File: config.mk
export PLATFORM = sky130hd
export DESIGN_NAME = fitbit_tick_scheduler
export DESIGN_NICKNAME = d
export VERILOG_FILES = /design/src/rtl/fitbit_tick_scheduler_pkg.sv /design/src/rtl/fitbit_tick_chan.sv /design/src/rtl/fitbit_tick_scheduler.sv
export SDC_FILE = /design/constraint.sdc
export NUM_CORES = 1
export LEC_CHECK = 0
export CAP_MARGIN = 10
export CORE_ASPECT_RATIO = 1.4
export CORE_MARGIN = 2
export CORE_UTILIZATION = 40
export CTS_BUF_LIST = sky130_fd_sc_hd__clkbuf_4 sky130_fd_sc_hd__clkbuf_8
export CTS_CLUSTER_SIZE = 40
export DETAILED_ROUTE_END_ITERATION = 6
export GPL_TIMING_DRIVEN = 0
export PLACE_DENSITY = 0.66
export SLEW_MARGIN = 0
export SYNTH_ARGS = -nofsm -noshare
export SYNTH_HDL_FRONTEND = slang
export SYNTH_HIERARCHICAL = 1
export SYNTH_SLANG_ARGS = --single-unit
File: constraint.sdc
create_clock -name clk100Mhz -period 6.9 [get_ports clk100Mhz]
set_input_delay 1.38 -clock clk100Mhz [delete_from_list [all_inputs] [get_ports clk100Mhz]]
set_output_delay 1.38 -clock clk100Mhz [all_outputs]
set_load 0.005 [all_outputs]
File: src/rtl/fitbit_tick_scheduler_pkg.sv
// Shared types and width helpers for the tick scheduler and its channels.
package fitbit_tick_scheduler_pkg;

   typedef enum logic [1:0] {
      ST_IDLE = 2'd0,
      ST_RUN  = 2'd1,
      ST_PEND = 2'd2
   } state_t;

   function automatic int ch_width(input int n);
      return (n > 1) ? $clog2(n) : 1;
   endfunction

   localparam int N_CH_DEF = 4;
   localparam int CH_W     = ch_width(N_CH_DEF);

endpackage

File: src/rtl/fitbit_tick_chan.sv
// One tick channel: divisor register, base-tick counter and one-cycle tick pulse.
module fitbit_tick_chan #(
   parameter int DIV_W   = 8,
   parameter int DEF_DIV = 32
) (
   input  logic             clk100Mhz,
   input  logic             reset,
   input  logic             i_wrap,
   input  logic             i_clr,
   input  logic             i_wr,
   input  logic [DIV_W-1:0] i_wr_div,
   output logic             o_tick
);

   logic [DIV_W-1:0] r_div;
   logic [DIV_W-1:0] r_cnt;
   logic             r_tick;
   logic             w_last;

   assign w_last = (r_cnt == (r_div - 1'b1));
   assign o_tick = r_tick;

   // A write takes the wrap it lands on, so the reconfigured channel stays quiet there.
   always_ff @(posedge clk100Mhz or posedge reset) begin
      if (reset) begin
         r_div  <= DIV_W'(DEF_DIV);
         r_cnt  <= '0;
         r_tick <= 1'b0;
      end else begin
         r_tick <= 1'b0;
         if (i_wr) begin
            r_div <= i_wr_div;
            r_cnt <= '0;
         end else if (i_clr || (r_div == '0)) begin
            r_cnt <= '0;
         end else if (i_wrap) begin
            if (w_last) begin
               r_cnt  <= '0;
               r_tick <= 1'b1;
            end else begin
               r_cnt <= r_cnt + 1'b1;
            end
         end
      end
   end

endmodule

File: src/rtl/fitbit_tick_scheduler.sv
// Shared prescaler, run/stop FSM and configuration latch feeding N_CH tick channels.
//   state   | meaning
//   IDLE    | stopped, prescaler held at 0, config written directly
//   RUN     | prescaler counting, ticks issued
//   PEND    | running with one config latched, applied at next wrap
module fitbit_tick_scheduler
   import fitbit_tick_scheduler_pkg::*;
#(
   parameter  int BASE_DIV = 3125000,
   parameter  int N_CH     = 4,
   parameter  int DIV_W    = 8,
   parameter  int DEF_DIV  = 32,
   localparam int CW       = ch_width(N_CH)
) (
   input  logic             clk100Mhz,
   input  logic             reset,
   input  logic             start,
   input  logic             stop,
   output logic             running,
   input  logic             cfg_valid,
   output logic             cfg_ready,
   input  logic [CW-1:0]    cfg_chan,
   input  logic [DIV_W-1:0] cfg_div,
   output logic             base_tick,
   output logic [N_CH-1:0]  tick
);

   localparam int            PW       = $clog2(BASE_DIV);
   localparam logic [PW-1:0] PRE_LAST = PW'(BASE_DIV - 1);

   state_t           r_state;
   state_t           w_state_nxt;
   logic [PW-1:0]    r_pre;
   logic             r_running;
   logic             r_base_tick;
   logic [CW-1:0]    r_pend_chan;
   logic [DIV_W-1:0] r_pend_div;

   logic             w_active;
   logic             w_wrap;
   logic             w_latch;
   logic             w_wr;
   logic [CW-1:0]    w_wr_chan;
   logic [DIV_W-1:0] w_wr_div;

   assign w_active  = (r_state != ST_IDLE);
   assign w_wrap    = w_active && !stop && (r_pre == PRE_LAST);
   assign cfg_ready = (r_state != ST_PEND);
   assign running   = r_running;
   assign base_tick = r_base_tick;

   always_ff @(posedge clk100Mhz or posedge reset) begin
      if (reset) begin
         r_state <= ST_IDLE;
      end else begin
         r_state <= w_state_nxt;
      end
   end

   // A stop never drops a config: whatever is pending or offered is written on the way out.
   always_comb begin
      w_state_nxt = r_state;
      w_latch     = 1'b0;
      w_wr        = 1'b0;
      w_wr_chan   = cfg_chan;
      w_wr_div    = cfg_div;
      unique case (r_state)
         ST_IDLE: begin
            w_wr = cfg_valid;
            if (start && !stop) w_state_nxt = ST_RUN;
         end
         ST_RUN: begin
            if (stop) begin
               w_state_nxt = ST_IDLE;
               w_wr        = cfg_valid;
            end else if (cfg_valid) begin
               w_state_nxt = ST_PEND;
               w_latch     = 1'b1;
            end
         end
         ST_PEND: begin
            w_wr_chan = r_pend_chan;
            w_wr_div  = r_pend_div;
            if (stop) begin
               w_state_nxt = ST_IDLE;
               w_wr        = 1'b1;
            end else if (w_wrap) begin
               w_state_nxt = ST_RUN;
               w_wr        = 1'b1;
            end
         end
         default: w_state_nxt = ST_IDLE;
      endcase
   end

   always_ff @(posedge clk100Mhz or posedge reset) begin
      if (reset) begin
         r_pre       <= '0;
         r_running   <= 1'b0;
         r_base_tick <= 1'b0;
         r_pend_chan <= '0;
         r_pend_div  <= '0;
      end else begin
         r_running   <= (w_state_nxt != ST_IDLE);
         r_base_tick <= w_wrap;
         if (!w_active || stop || w_wrap) begin
            r_pre <= '0;
         end else begin
            r_pre <= r_pre + 1'b1;
         end
         if (w_latch) begin
            r_pend_chan <= cfg_chan;
            r_pend_div  <= cfg_div;
         end
      end
   end

   // Channel numbers at or above N_CH match no instance and are silently dropped.
   for (genvar gi = 0; gi < N_CH; gi++) begin : g_ch
      fitbit_tick_chan #(
         .DIV_W   (DIV_W),
         .DEF_DIV (DEF_DIV)
      ) u_chan (
         .clk100Mhz (clk100Mhz),
         .reset     (reset),
         .i_wrap    (w_wrap),
         .i_clr     (stop),
         .i_wr      (w_wr && (w_wr_chan == CW'(gi))),
         .i_wr_div  (w_wr_div),
         .o_tick    (tick[gi])
      );
   end

endmodule

==> summary.log, run 1 <==
INFO  synth          synth_fp_nets=640
INFO  critical_path  worst_path_required=7.15ns
INFO  die            chipHeight=149.3µm
INFO  cts            cts.sinks=104
INFO  critical_path  cp_cell_sequence=clkdlybuf4s50_1 > nor2b_1 > a211oi_1 > nor3b_1 > buf_1 > mux2_1
INFO  routing        drt-wirelength-per-cell=14.90µm
INFO  global_routing gr-max-usage-layer=met2
INFO  synth          mapped_cell_area=0.006031mm²
INFO  critical_path  worstPathMaxFanout=10
INFO  die            die_area=0.01609mm²
INFO  cts            cts.path.max_buffers=2
INFO  die            io_pins=22
INFO  cts            numCtsBuffers=9
INFO  global_routing grt_util_met3=2.621%
INFO  worst_hold_path hold_path_startpoint=r_pre[0]
INFO  timing         finalSetupTns=0ns
INFO  timing         grt_setup_unrepaired=no
INFO  timing         final-setup-viol-count=0
INFO  synth          postSynthCellCount=612
INFO  final_layout   antennaDiodeCount=0
INFO  critical_path  timing.critical_path.arrival=4.10ns
INFO  cts            clk_lat_worst_skew=0.36ns
INFO  critical_path  timing.critical_path.to_type=flip-flop
INFO  critical_path  worst_setup_path_start_kind=input port
INFO  global_routing grtUsageMet2=29.43%
INFO  timing         timing.final.crit_period=3.848ns
INFO  cts            cts-hold-fix-buffers=0
INFO  synth          synthSimpleGateAreaFrac=25.08%
INFO  cts            postCtsSetupRepairBufs=0
INFO  timing         fin_skew=0.006267ns
INFO  global_routing first_pass_grt_wire_length=21830µm
INFO  cts            clk_pin_slew=0.09ns
INFO  die            fp.coreArea=0.01485mm²
INFO  placement      detailedPlacementHpwl=9449µm
INFO  placement      place_congestion=0.8468
INFO  worst_hold_path worst_hold_path_type=flip-flop to flip-flop
INFO  critical_path  worst-r2r-setup-slack=3.62ns
INFO  routing        drt-vias-per-instance=5.408
INFO  final_layout   design.final.nets=672
INFO  cts            clock_tree_from_tritoncts=yes
INFO  cts            h-tree-depth=3
INFO  placement      placement.setup.worst_slack=2.644ns
INFO  synth          synth-xor-area-share=9.149%
INFO  power          cellPowerDensity=241.1mW/mm²
INFO  routing        routed_wirelength=12530µm
INFO  power          vdd_ir_drop_max=128.2µV
INFO  synth          synth_area_per_cell=9.854µm²
INFO  placement      io_buffers=21
INFO  timing         achievable_clock_frequency=259.9MHz
INFO  cts            cts.repair.resized=0
INFO  worst_hold_path hold_depth=1
INFO  synth          ys_ff_latch=104
INFO  run_status     status=complete, no violations
INFO  critical_path  critPathKind=input port to flip-flop
INFO  synth          synth.yosys.seq_area_share=43.24%
INFO  global_routing globalRouteTotalUtil=16.76%
INFO  die            core.rowCount=53
INFO  critical_path  timing.reg2reg.worst_path_depth=7
INFO  critical_path  critical-path-slowest-cell=sky130_fd_sc_hd__clkdlybuf4s50_1
INFO  routing        via_count=4548
INFO  global_routing vias_in_the_first_global_route=4661
INFO  timing         slew_headroom=48.31%
INFO  critical_path  crit_path_max_incr_delay=0.86ns
INFO  synth          yosys_warnings=6
INFO  synth          yosysTopAreaCell=sky130_fd_sc_hd__dfrtp_1
INFO  global_routing pin_count_of_the_biggest_net_entering_global_routing=37
INFO  synth          synth.area.mux_share=5.228%
INFO  global_routing initial_antenna_violation_count=0
INFO  timing         worst-slew-pin-transition=0.7743ns
INFO  global_routing grt.met1_usage=20.75%
INFO  timing         hold_ws=0.4935ns
INFO  routing        post-route-drc-count=0
INFO  timing         final.setup.worst_slack=3.052ns
INFO  critical_path  r2r_start=r_pre[0]
INFO  routing        firstDrtPassIters=4
INFO  routing        drt.antenna.violating_nets=0
INFO  synth          synth_fa_ha_area_share=2.697%
INFO  power          power.total=1.613mW
INFO  timing         timing.final.crit_share=55.77%
INFO  synth          synth_cell_types=51
INFO  synth          combinational_family_with_the_most_area_after_synthesis=simple AND/OR/NAND/NOR gates
INFO  global_routing globalRouteOverflowTotal=0
INFO  worst_hold_path min_to=r_pre[0]
INFO  timing         final_max_tran_viols=0
INFO  timing         finalHoldViolations=0
INFO  synth          synth_top_area_share=41.49%
INFO  final_layout   layout_cells_sized_above_1=12.17%
INFO  flow_run       timing.max_cap.violations=0
INFO  power          total_leakage_power=2.792nW
INFO  synth          synth_compound_gate_area_share=11.02%
INFO  synth          synth_top_cells_by_area=sky130_fd_sc_hd__dfrtp_1 (41%), sky130_fd_sc_hd__xor2_1 (5.4%), sky130_fd_sc_hd__nand2_1 (4.0%)
INFO  critical_path  end_of_the_worst_register_to_register_path=g_ch[3].u_chan/r_div[6]
INFO  final_layout   flow.area_growth_from_synthesis=10.98%
INFO  die            die_w=107.8µm
INFO  routing        drt_iter0_drc=225
INFO  cts            cts-root-buf=sky130_fd_sc_hd__clkbuf_8
INFO  die            floorplan.initialDensity=40.60%
## cell families after synthesis
family                   Yosys count
flip-flops                       104
AO/OA/AOI/OAI                     99
AND/OR/NAND/NOR                  254
buffers and inverters             51
adder cells (fa/ha/maj)           13
multiplexers                      28
XOR/XNOR                          63
## power by group
group	switching (mW)	internal (mW)	leakage, nW
clock network	0.204	0.193	0.110
logic	0.225	0.192	1.32
registers	0.105	0.696	1.36
total	0.533	1.08	2.79
## worst max path at each step
stage          start                       to  slack (ns)  depth (start not counted)
6_report        stop  g_ch[3].u_chan/r_div[6]        3.05                          6
5_1_grt         stop  g_ch[3].u_chan/r_div[4]        2.76                          6
4_1_cts         stop  g_ch[3].u_chan/r_div[6]        3.03                          6
3_5_place_dp    stop  g_ch[3].u_chan/r_div[6]        2.64                          6
3_3_place_gp    stop  g_ch[3].u_chan/r_div[7]        2.68                          6
2_1_floorplan   stop  g_ch[1].u_chan/r_div[4]        4.05                          5
## routing by layer
layer	wire, µm	part of all wire [%]
met1	5420	43
met5	0	0
met4	170	1.4
met2	6581	53
met3	361	2.9
## placed cells by master (no fill, tap or decap), types with 6 or more instances in the layout
| cell | n |
|---|---|
| sky130_fd_sc_hd__dfrtp_1 | 100 |
| sky130_fd_sc_hd__nand2_1 | 64 |
| sky130_fd_sc_hd__nor2_1 | 38 |
| sky130_fd_sc_hd__xor2_1 | 37 |
| sky130_fd_sc_hd__inv_1 | 31 |
| sky130_fd_sc_hd__xnor2_1 | 26 |
| sky130_fd_sc_hd__o21ai_0 | 25 |
| sky130_fd_sc_hd__nand3_1 | 24 |
| sky130_fd_sc_hd__clkdlybuf4s50_1 | 21 |
| sky130_fd_sc_hd__a21oi_1 | 19 |
| sky130_fd_sc_hd__and3_1 | 17 |
| sky130_fd_sc_hd__nand4_1 | 16 |
| sky130_fd_sc_hd__mux2_1 | 16 |
| sky130_fd_sc_hd__ha_1 | 13 |
| sky130_fd_sc_hd__o31ai_1 | 12 |
| sky130_fd_sc_hd__mux2_2 | 12 |
| sky130_fd_sc_hd__nor3_1 | 11 |
| sky130_fd_sc_hd__clkbuf_8 | 11 |
| sky130_fd_sc_hd__clkbuf_1 | 10 |
| sky130_fd_sc_hd__nor2b_1 | 10 |
| sky130_fd_sc_hd__or3_1 | 10 |
| sky130_fd_sc_hd__nor2_2 | 10 |
| sky130_fd_sc_hd__nor4_4 | 8 |
| sky130_fd_sc_hd__o22ai_1 | 8 |
| sky130_fd_sc_hd__a21o_1 | 8 |
| sky130_fd_sc_hd__a31oi_1 | 7 |
| sky130_fd_sc_hd__nor3b_1 | 6 |
## through the flow
step / cell area (µm²) / instances / utilization [%]
floorplan: 6031 / 612 / -
global placement: 6481 / 825 / 43.63
detailed placement: 6481 / 825 / 43.63
CTS: 6693 / 841 / 45.06
global route: 6693 / 841 / 45.06
finish: 6693 / 841 / 45.06
## worst max-delay path: cells and delay by family
family,cells,cell delay [ns]
buffers and inverters,2,1.25
multiplexers,1,0.36
AO/OA/AOI/OAI,1,0.40
AND/OR/NAND/NOR,2,0.69
## registers in the layout (all words and copies together), names as in the netlist
name,count
r_pend_chan,2
base_tick,1
running,1
r_pend_div,8
g_ch.u_chan/r_div,32
r_pre,22
g_ch.u_chan/o_tick,4
r_state,2
g_ch.u_chan/r_cnt,32
## cells in the mapped netlist, drive strengths merged
| master | instances |
|---|---|
| a211oi | 2 |
| and4 | 1 |
| clkbuf | 10 |
| or4 | 6 |
| nand3b | 4 |
| or4b | 1 |
| ha | 13 |
| a21oi | 20 |
| dfrtp | 100 |
| dfstp | 4 |
| nand2b | 9 |
| or2 | 2 |
| nor3 | 15 |
| o31ai | 13 |
| or3 | 11 |
| a31o | 4 |
| xnor2 | 26 |
| nor2 | 48 |
| nor4 | 13 |
| xor2 | 37 |
| nor2b | 10 |
| inv | 32 |
| and3 | 17 |
| a311oi | 4 |
| o22ai | 8 |
| a31oi | 7 |
| nand3 | 25 |
| mux2 | 28 |
| buf | 9 |
| nand4 | 16 |
| nand4b | 1 |
| nor3b | 6 |
| a21bo | 4 |
| nand2 | 64 |
| a21o | 8 |
| and3b | 5 |
| o21ai | 29 |
## cell type report
cell class / instances / area [µm²]
clock inverter: 4 / 52.55
buffer: 19 / 96.34
multi-input combinational: 457 / 3207
sequential: 104 / 2608
inverter: 32 / 120.1
tap: 192 / 240.2
timing repair buffer: 21 / 210.2
fill: 1418 / 8162
clock buffer: 12 / 158.9
Note: power is estimated with default switching activity, not from simulation.
==> inputs of run 2 (changes only) <==
Clock period 6.9 ns to 3.95 ns, I/O delays scaled along.
==> results of run 2 <==
The final DEF is identical to that of run 1. Status: complete, no violations.
Among the figures that moved: setup slack after placement 2.644 ns -> 0.2837 ns; setup slack after layout 3.052 ns -> 0.6707 ns; start point of the critical path stop -> r_pre[0]; register-to-register setup slack 3.62 ns -> 0.67 ns; total power 1.613 mW -> 2.818 mW; worst IR drop on VDD 128.2 µV -> 223.9 µV
